$ cat src/rtl/cache_ctrl.sv
// cache_ctrl: direct-mapped, write-back, write-allocate cache controller with one-word lines.
// Ports:
//   clk, reset          clock and asynchronous active-low reset
//   cpuReq/cpuWe        CPU request valid and write strobe, sampled only in IDLE
//   cpuAddr/cpuWdata    CPU word address and write data
//   cpuRdata/cpuDone    read data and its one-cycle completion pulse
//   cpuBusy             high whenever the controller is not in IDLE
//   rwToBus             bus command (IDEL/RD/WT)
//   addrToBus/dataToBus bus address and write-back data, stable from request through completion
//   dataFromBus         fill data, valid when rdEnFromBus rises
//   rdEnFromBus         read handshake (low = busy, high = idle/done)
//   wbDoneFromBus       write handshake (low = busy, high = idle/done)
//   hitCnt/missCnt      saturating hit and miss counters
module cache_ctrl #(
    parameter int ADDR_W = 8,
    parameter int WORD_W = 8,
    parameter int IDX_W  = 2,
    parameter int IO_W   = 2
) (
    input  logic              clk,
    input  logic              reset,
    input  logic              cpuReq,
    input  logic              cpuWe,
    input  logic [ADDR_W-1:0] cpuAddr,
    input  logic [WORD_W-1:0] cpuWdata,
    output logic [WORD_W-1:0] cpuRdata,
    output logic              cpuDone,
    output logic              cpuBusy,
    output logic [IO_W-1:0]   rwToBus,
    output logic [ADDR_W-1:0] addrToBus,
    output logic [WORD_W-1:0] dataToBus,
    input  logic [WORD_W-1:0] dataFromBus,
    input  logic              rdEnFromBus,
    input  logic              wbDoneFromBus,
    output logic [7:0]        hitCnt,
    output logic [7:0]        missCnt
);
    localparam int LINES = 1 << IDX_W;
    localparam int TAG_W = ADDR_W - IDX_W;
    localparam logic [IO_W-1:0] IDEL = IO_W'(0);
    localparam logic [IO_W-1:0] RD   = IO_W'(1);
    localparam logic [IO_W-1:0] WT   = IO_W'(2);

    typedef enum logic [2:0] {IDLE, WB_REQ, WB_WAIT, FILL_REQ, FILL_WAIT, RESP} state_t;

    state_t            state;
    logic [LINES-1:0]  valid;
    logic [LINES-1:0]  dirty;
    logic [TAG_W-1:0]  tag_mem  [LINES];
    logic [WORD_W-1:0] data_mem [LINES];
    logic [ADDR_W-1:0] lat_addr;
    logic              lat_we;
    logic [WORD_W-1:0] lat_wdata;
    logic              wb_prev;
    logic              rd_prev;

    logic [IDX_W-1:0] idx;
    logic [TAG_W-1:0] tag;
    logic [IDX_W-1:0] lat_idx;
    logic [TAG_W-1:0] lat_tag;
    logic             hit;

    assign idx     = cpuAddr[IDX_W-1:0];
    assign tag     = cpuAddr[ADDR_W-1:IDX_W];
    assign lat_idx = lat_addr[IDX_W-1:0];
    assign lat_tag = lat_addr[ADDR_W-1:IDX_W];
    assign hit     = valid[idx] && (tag_mem[idx] == tag);
    assign cpuBusy = (state != IDLE);

    always_ff @(posedge clk or negedge reset) begin
        if (!reset) begin
            state     <= IDLE;
            valid     <= '0;
            dirty     <= '0;
            for (int i = 0; i < LINES; i++) begin
                tag_mem[i]  <= '0;
                data_mem[i] <= '0;
            end
            lat_addr  <= '0;
            lat_we    <= 1'b0;
            lat_wdata <= '0;
            // Previous handshake levels start low so a bus that is already
            // busy is never mistaken for a fresh acceptance.
            wb_prev   <= 1'b0;
            rd_prev   <= 1'b0;
            cpuRdata  <= '0;
            cpuDone   <= 1'b0;
            rwToBus   <= IDEL;
            addrToBus <= '0;
            dataToBus <= '0;
            hitCnt    <= '0;
            missCnt   <= '0;
        end else begin
            wb_prev <= wbDoneFromBus;
            rd_prev <= rdEnFromBus;
            cpuDone <= 1'b0;
            case (state)
                IDLE: if (cpuReq) begin
                    lat_addr  <= cpuAddr;
                    lat_we    <= cpuWe;
                    lat_wdata <= cpuWdata;
                    if (hit) begin
                        if (cpuWe) begin
                            data_mem[idx] <= cpuWdata;
                            dirty[idx]    <= 1'b1;
                        end
                        cpuRdata <= cpuWe ? cpuWdata : data_mem[idx];
                        cpuDone  <= 1'b1;
                        hitCnt   <= hitCnt + {7'd0, hitCnt != 8'hFF};
                    end else begin
                        missCnt <= missCnt + {7'd0, missCnt != 8'hFF};
                        if (valid[idx] && dirty[idx]) begin
                            state     <= WB_REQ;
                            rwToBus   <= WT;
                            addrToBus <= {tag_mem[idx], idx};
                            dataToBus <= data_mem[idx];
                        end else begin
                            state     <= FILL_REQ;
                            rwToBus   <= RD;
                            addrToBus <= cpuAddr;
                        end
                    end
                end
                // Acceptance is the falling edge of the handshake while the
                // command is still driven; dropping to IDEL right away keeps
                // the bus from accepting the same request twice.
                WB_REQ: if (wb_prev && !wbDoneFromBus) begin
                    rwToBus <= IDEL;
                    state   <= WB_WAIT;
                end
                WB_WAIT: if (wbDoneFromBus) begin
                    dirty[lat_idx] <= 1'b0;
                    rwToBus        <= RD;
                    addrToBus      <= lat_addr;
                    state          <= FILL_REQ;
                end
                FILL_REQ: if (rd_prev && !rdEnFromBus) begin
                    rwToBus <= IDEL;
                    state   <= FILL_WAIT;
                end
                FILL_WAIT: if (rdEnFromBus) begin
                    valid[lat_idx]    <= 1'b1;
                    dirty[lat_idx]    <= 1'b0;
                    tag_mem[lat_idx]  <= lat_tag;
                    data_mem[lat_idx] <= dataFromBus;
                    state             <= RESP;
                end
                RESP: begin
                    if (lat_we) begin
                        data_mem[lat_idx] <= lat_wdata;
                        dirty[lat_idx]    <= 1'b1;
                    end
                    cpuRdata <= lat_we ? lat_wdata : data_mem[lat_idx];
                    cpuDone  <= 1'b1;
                    state    <= IDLE;
                end
                default: state <= IDLE;
            endcase
        end
    end
endmodule
$ cat config.mk
export PLATFORM = sky130hd
export DESIGN_NAME = cache_ctrl
export DESIGN_NICKNAME = d
export VERILOG_FILES = /design/src/rtl/cache_ctrl.sv
export SDC_FILE = /design/constraint.sdc
export NUM_CORES = 1
export LEC_CHECK = 0
export CAP_MARGIN = 10
export CORE_ASPECT_RATIO = 1.5
export CORE_UTILIZATION = 40
export DETAILED_ROUTE_END_ITERATION = 10
export PLACE_DENSITY = 0.62
export SLEW_MARGIN = 30
export SYNTH_ARGS = -nofsm -noshare
export SYNTH_HDL_FRONTEND = slang
export SYNTH_SLANG_ARGS = --single-unit
$ cat constraint.sdc
create_clock -name clk -period 2.8 [get_ports clk]
set_input_delay 0.56 -clock clk [delete_from_list [all_inputs] [get_ports clk]]
set_output_delay 0.56 -clock clk [all_outputs]
set_load 0.03 [all_outputs]
=== Word level (Yosys, flattened, before mapping) ===
Cells that the tools add are included.

* Logic and storage cells: 154
* Bits in registers: 129

* Multiplexer cells: 68
* $add $sub $neg: 2
* Order comparisons: 8
* Reductions and logical operators: 28
* Equality and inequality tests: 17
* Bitwise operators: 8

{| class="wikitable"
|+ Operator list
! kind !! count
|-
| two-way mux 32 bit || 5
|-
| two-way mux 8 bit || 14
|-
| bitwise mux 32 bit || 3
|-
| one-hot mux 32 bit (3 select lines) || 1
|-
| binary-select mux 8 bit (select 2 bit) || 2
|-
| demux 8 bit (select 2 bit) || 2
|-
| one-hot mux 8 bit (2 select lines) || 2
|-
| bitwise mux 24 bit || 1
|-
| two-way mux 4 bit || 6
|-
| two-way mux 3 bit || 6
|-
| two-way mux 6 bit || 3
|-
| != test 2 bit (second input constant) || 9
|-
| AND reduction 6 bit || 3
|-
| adder 8 x 1 -> 8 bit || 2
|-
| != test 8 bit (second input constant) || 2
|-
| one-hot mux 4 bit (4 select lines) || 1
|-
| one-hot mux 3 bit (5 select lines) || 1
|-
| two-way mux 2 bit || 7
|-
| binary-select mux 6 bit (select 2 bit) || 1
|-
| demux 6 bit (select 2 bit) || 1
|-
| bitwise OR 4 bit || 3
|-
| AND reduction 3 bit || 3
|-
| logical AND 1 bit || 8
|-
| one-hot mux 2 bit (4 select lines) || 1
|-
| 24 further kinds || 44
|}

=== Longest topological paths before layout ===
Gate-level depths: netlist of run 1.

* Depth in word-level cells: 10
* Mapped depth: 9
* Gate-level depth less buffers: 9

=== Worst setup path before layout of run 1 ===
No wires, ideal clock.

* Kind: input to register
* Start: input cpuAddr[0]
* End: register dataToBus[0]
* Buffers on the path: 3
* Setup time: 125 ps
* Arrival: 2553 ps
* Required time: 2675 ps
* Stages on the path: 8
* Slack: 122 ps
* Path through: buf_6 buf_6 mux4_2 xnor2_4 nand3_4 buf_2 o21ai_4 mux2_4

* Longest elaborated chain between the ends: 8
* Elaborated cells on any way between the ends: 16
* Classes of those cells: eq/ne: 1; mux: 10; bitwise: 2; reduce/logical: 3

{| class="wikitable"
|+ Ends and longest elaborated chain
! element !! RTL line !! text
|-
| from (decl) || 24 || <nowiki>input logic [ADDR_W-1:0] cpuAddr,</nowiki>
|-
| NOT 2 -> 3 bit (implied by the code) || 67, 116 ||
|-
| binary-select mux 6 bit (select 2 bit) || 67 || <nowiki>assign hit = valid[idx] && (tag_mem[idx] == tag);</nowiki>
|-
| two-way mux 6 bit (implied by the code) (2 in series) || 67 ||
|-
| == test 6 bit || 67 ||
|-
| logical AND 1 bit || 67 ||
|-
| NOT 1 bit (no line) || n/a ||
|-
| AND reduction 4 bit (no line) || n/a ||
|-
| to (signal assigned) || 116 || <nowiki>dataToBus <= data_mem[idx];</nowiki>
|-
| to (decl) || 31 || <nowiki>output logic [WORD_W-1:0] dataToBus,</nowiki>
|}

Several ways; a longest one is shown, not always the timed one. The select of a mux whose other input is x is not followed.
A chain may end at the register's enable or synchronous reset.

=== Worst setup path after layout of run 1 ===
* Start: input cpuAddr[1]
* End: register addrToBus[2]

* Longest elaborated chain between the ends: 8
* Elaborated cells on any way between the ends: 17
* Classes of those cells: eq/ne: 2; mux: 11; bitwise: 1; reduce/logical: 3

{| class="wikitable"
|+ Ends and longest elaborated chain
! element !! RTL line !! text
|-
| NOT 2 -> 3 bit (implied by the code) || 67, 115 ||
|-
| binary-select mux 6 bit (select 2 bit) || 67, 115 ||
|-
| two-way mux 6 bit (implied by the code) (2 in series) || 67, 115 ||
|-
| == test 6 bit or two-way mux 8 bit (tied branches) || 67, 112 ||
|-
| logical AND 1 bit or two-way mux 8 bit (tied branches) || 67, 102 ||
|-
| != test 2 bit (no line) or two-way mux 8 bit (tied branches) || n/a ||
|-
| AND reduction 4 bit (no line) or one-hot mux 8 bit (2 select lines) (tied branches) || n/a ||
|-
| to (signal assigned) || 115 || <nowiki>addrToBus <= {tag_mem[idx], idx};</nowiki>
|-
| to (signal assigned) || 120 || <nowiki>addrToBus <= cpuAddr;</nowiki>
|-
| to (signal assigned) || 134 || <nowiki>addrToBus <= lat_addr;</nowiki>
|-
| to (decl) || 30 || <nowiki>output logic [ADDR_W-1:0] addrToBus,</nowiki>
|}

Several ways; a longest one is shown, not always the timed one. The select of a mux whose other input is x is not followed.

==> results of run 1 <==
[timing repair]
action | 4_1_cts | 5_1_grt
resized for setup | 1 | 2
hold buffers | 0 | 0
endpoints found under the setup margin | 65 | 4
[routing by layer]
metal / part of all wire / up-vias / global-route usage
met5: 0 / - / 0
met4: 0.048 / 0 / 0.1370
met3: 0.062 / 69 / 0.05079
met2: 0.51 / 257 / 0.4003
met1: 0.38 / 2789 / 0.2729
li1: - / 2551 / -
[state kept, by name, indices dropped and copies added, names as in the netlist, 2 cells and up]
register,flops
cpuRdata,8
data_mem,32
dirty,4
lat_wdata,8
tag_mem,24
addrToBus,8
missCnt,8
dataToBus,8
hitCnt,8
valid,4
rwToBus,2
state,3
lat_addr,8
[metrics by stage]
stage / setup slack (ns) / hold WS, ns / utilization / std cells / instance area (um2)
after floorplan: 0.1222 / 0.2644 / - / 612 / 7020
after global placement: -0.5294 / 0.4530 / 0.4920 / 931 / 8499
after detailed placement: -0.5924 / 0.4480 / 0.4920 / 931 / 8499
after CTS: 0.1197 / 0.1281 / 0.5288 / 963 / 9135
after global routing: 0.01580 / 0.1469 / 0.5293 / 963 / 9144
final: 0.1337 / 0.1161 / 0.5293 / 963 / 9144
[power by group]
group	switching [mW]	internal, mW	leakage, nW
logic	1.60	1.51	2.08
registers	0.511	2.42	1.71
clock network	0.865	1.54	0.305
total	2.98	5.47	4.09
[kinds of logic (layout without fill, tap and decap cells)]
logic type | count (synthesis) | after routing | share of synthesized area
AO/OA/AOI/OAI | 128 | 128 | 0.1454
XOR/XNOR | 19 | 19 | 0.02852
adder cells (fa/ha/maj) | 4 | 4 | 0.007129
buffers and inverters | 44 | 182 | 0.02762
flip-flops | 129 | 129 | 0.4598
multiplexers | 107 | 107 | 0.2119
AND/OR/NAND/NOR | 181 | 181 | 0.1196
[worst min path at each step]
stage / start / end / slack (ns)
final: reset / dataToBus[0] / 0.12
after floorplan: reset / addrToBus[0] / 0.26
after CTS: reset / tag_mem[6] / 0.13
after global placement: valid[2] / valid[2] / 0.45
after global routing: reset / dataToBus[0] / 0.15
after detailed placement: valid[0] / valid[0] / 0.45
[area by class of cell]
class | count | area, um2 | share of cell area
sequential | 129 | 3228 | 0.3530
inverter | 5 | 18.77 | 0.002053
timing repair buffer | 145 | 1381 | 0.1511
multi-input combinational | 439 | 3612 | 0.3950
tap | 213 | 266.5 | 0.02915
clock buffer | 19 | 452.9 | 0.04953
clock inverter | 13 | 183.9 | 0.02011
[critical path, stage by stage]
cell and delay, ns:
sky130_fd_sc_hd__clkdlybuf4s50_1 0.62, sky130_fd_sc_hd__buf_4 0.21, sky130_fd_sc_hd__mux4_2 0.34, sky130_fd_sc_hd__xnor2_2 0.28, sky130_fd_sc_hd__nand3_4 0.15, sky130_fd_sc_hd__o31ai_4 0.30, sky130_fd_sc_hd__buf_12 0.17, sky130_fd_sc_hd__mux2_2 0.34
[layout by cell type, fill, tap and decap left out, drive strengths merged, types with 3 or more instances in the layout]
cell and instances:
bufinv 4, ha 4, o211ai 9, inv 6
xor2 7, clkdlybuf4s50 71, nand4 3, nand2 101
o31ai 5, nor2 17, nor3 14, dfrtp 129
nor2b 5, mux2 66, mux4 24, clkinvlp 3
nand3 19, buf 73, o221ai 8, a32o 6
a21oi 4, nand2b 10, mux2i 17, o22ai 33
xnor2 12, or2 3, a22o 32, clkinv 5
o21ai 19, clkbuf 19, a31oi 4, and3 3
==> out/qor.csv, run 1 <==
metric;value;unit
run status;complete, no violations;
worst-skew pair later-pin latency;0.42;ns
number of global-route vias before repair;5967;
cell area after synthesis;7020;um2
startpoint of the worst-slack reg-to-reg timing path;tag_mem[5];
starting utilization of the core area;0.4064;
register area share after synthesis;0.4598;
count of flip-flops with a built-in enable after synthesis;0;
TritonCTS clock tree;built;
drt wl/cell;21.00;um
data arrival time of the worst path;2.97;ns
Top Ports;74;
count of TritonRoute iterations in the first routing pass;7;
count of warnings emitted by yosys;0;
global-route congestion overflow total;0;
worst clock skew;0.009073;ns
top area cells in the synthesized netlist;sky130_fd_sc_hd__dfrtp_1 (46%), sky130_fd_sc_hd__mux2_2 (8.8%), sky130_fd_sc_hd__mux4_2 (7.7%);
portion of synthesized cell area occupied by the leading cell type;0.4598;
ratio of final minimum period to clock period;0.9522;
Slew headroom;0.6529;
drt first-iter violations;389;
Worst setup endpoint;addrToBus[2];
Routed Wire Length;20220;um
Register-to-Register Path Depth;8;
antenna fix cells;0;
number of nets produced by synthesis;646;
Total Neg Setup Slack;0;ns
number of buffers inserted to repair setup after CTS;0;
top cell type by total area after synthesis;sky130_fd_sc_hd__dfrtp_1;
most common library cells after synthesis;sky130_fd_sc_hd__dfrtp_1 (129), sky130_fd_sc_hd__nand2_1 (100), sky130_fd_sc_hd__mux2_2 (55), sky130_fd_sc_hd__o22ai_1 (33), sky130_fd_sc_hd__a22o_1 (32);
via count of the routed design;5666;
clock root buffer master;sky130_fd_sc_hd__clkbuf_16;
layout filler cell count;1506;
final hold viol count;0;
total of flip-flops plus latches after synthesis;129;
most common cell in the synthesized netlist;sky130_fd_sc_hd__dfrtp_1;
most instantiated flip-flop cell in the synthesis netlist;sky130_fd_sc_hd__dfrtp_1;
first-pass GRT wire length;31690;um
category of the worst setup path capture point;register;
count of input and output buffers;73;
number of DRC violations after detailed routing;0;
number of distinct library cell variants in the gate-level netlist after synthesis;53;
CTS buffer count;17;
Longest Clk Path Bufs;2;
clock input transition at the sequential cells of the worst setup and hold paths;0.06;ns
startpoint of the worst setup timing path;cpuAddr[1];
time the worst path needs with I/O delays and setup;2.666;ns
DP Wirelength;14530;um
max-slew violation count;0;
required time reported for the critical path endpoint;3.11;ns
nature of the critical path startpoint;input pin;
combined global-route utilization of all metal layers;0.2368;
largest net degree at the start of global routing;50;
Die Span Y;164.3;um
Crit Path Class;input pin to register;
Core Footprint;17270;um2
antenna violation net count after detailed routing;0;
Max Cap Violations;0;
Worst VDD drop;0.5525;mV
Die X-Extent;110.2;um
Synth-to-Final Area Change;30.24;%
measured slew at the worst slew-check pin;0.5206;ns
clock tree sinks;129;
Core Rows;59;
mean area per synthesized cell;11.47;um2
final weighted congestion in routability-driven placement;0.8919;
Tot Pwr;8.447;mW
overall die area;18100;um2
nets;771;
RSZ-0062 raised after global routing;no;
internal reg-to-reg setup slack;0.39;ns
r2r endpoint;data_mem[31];
static power due to leakage;4.095;nW
Worst Hold Class;input pin to async pin;
instance count of the mapped netlist;612;
average via count per standard cell;5.884;
share of layout cells above drive strength 1;0.2813;
antenna violations before repair;0;
number of endpoints failing setup at the final stage;0;
Cell Pwr Density;923.7;nW/um2
Max Clock Freq;375.1;MHz
highest net fanout along the worst path;8;
H-tree level count;4;
ys async rst share;1.000;
(Power assumes the default switching activity.)
==> run 2: changes to the inputs <==
--- a/config.mk
+++ b/config.mk
@@ -14,3 +14,4 @@
 export SYNTH_ARGS = -nofsm -noshare
 export SYNTH_HDL_FRONTEND = slang
 export SYNTH_SLANG_ARGS = --single-unit
+export TNS_END_PERCENT = 5
==> results of run 2 <==
No change in the layout: final DEF, timing and power equal those of run 1.
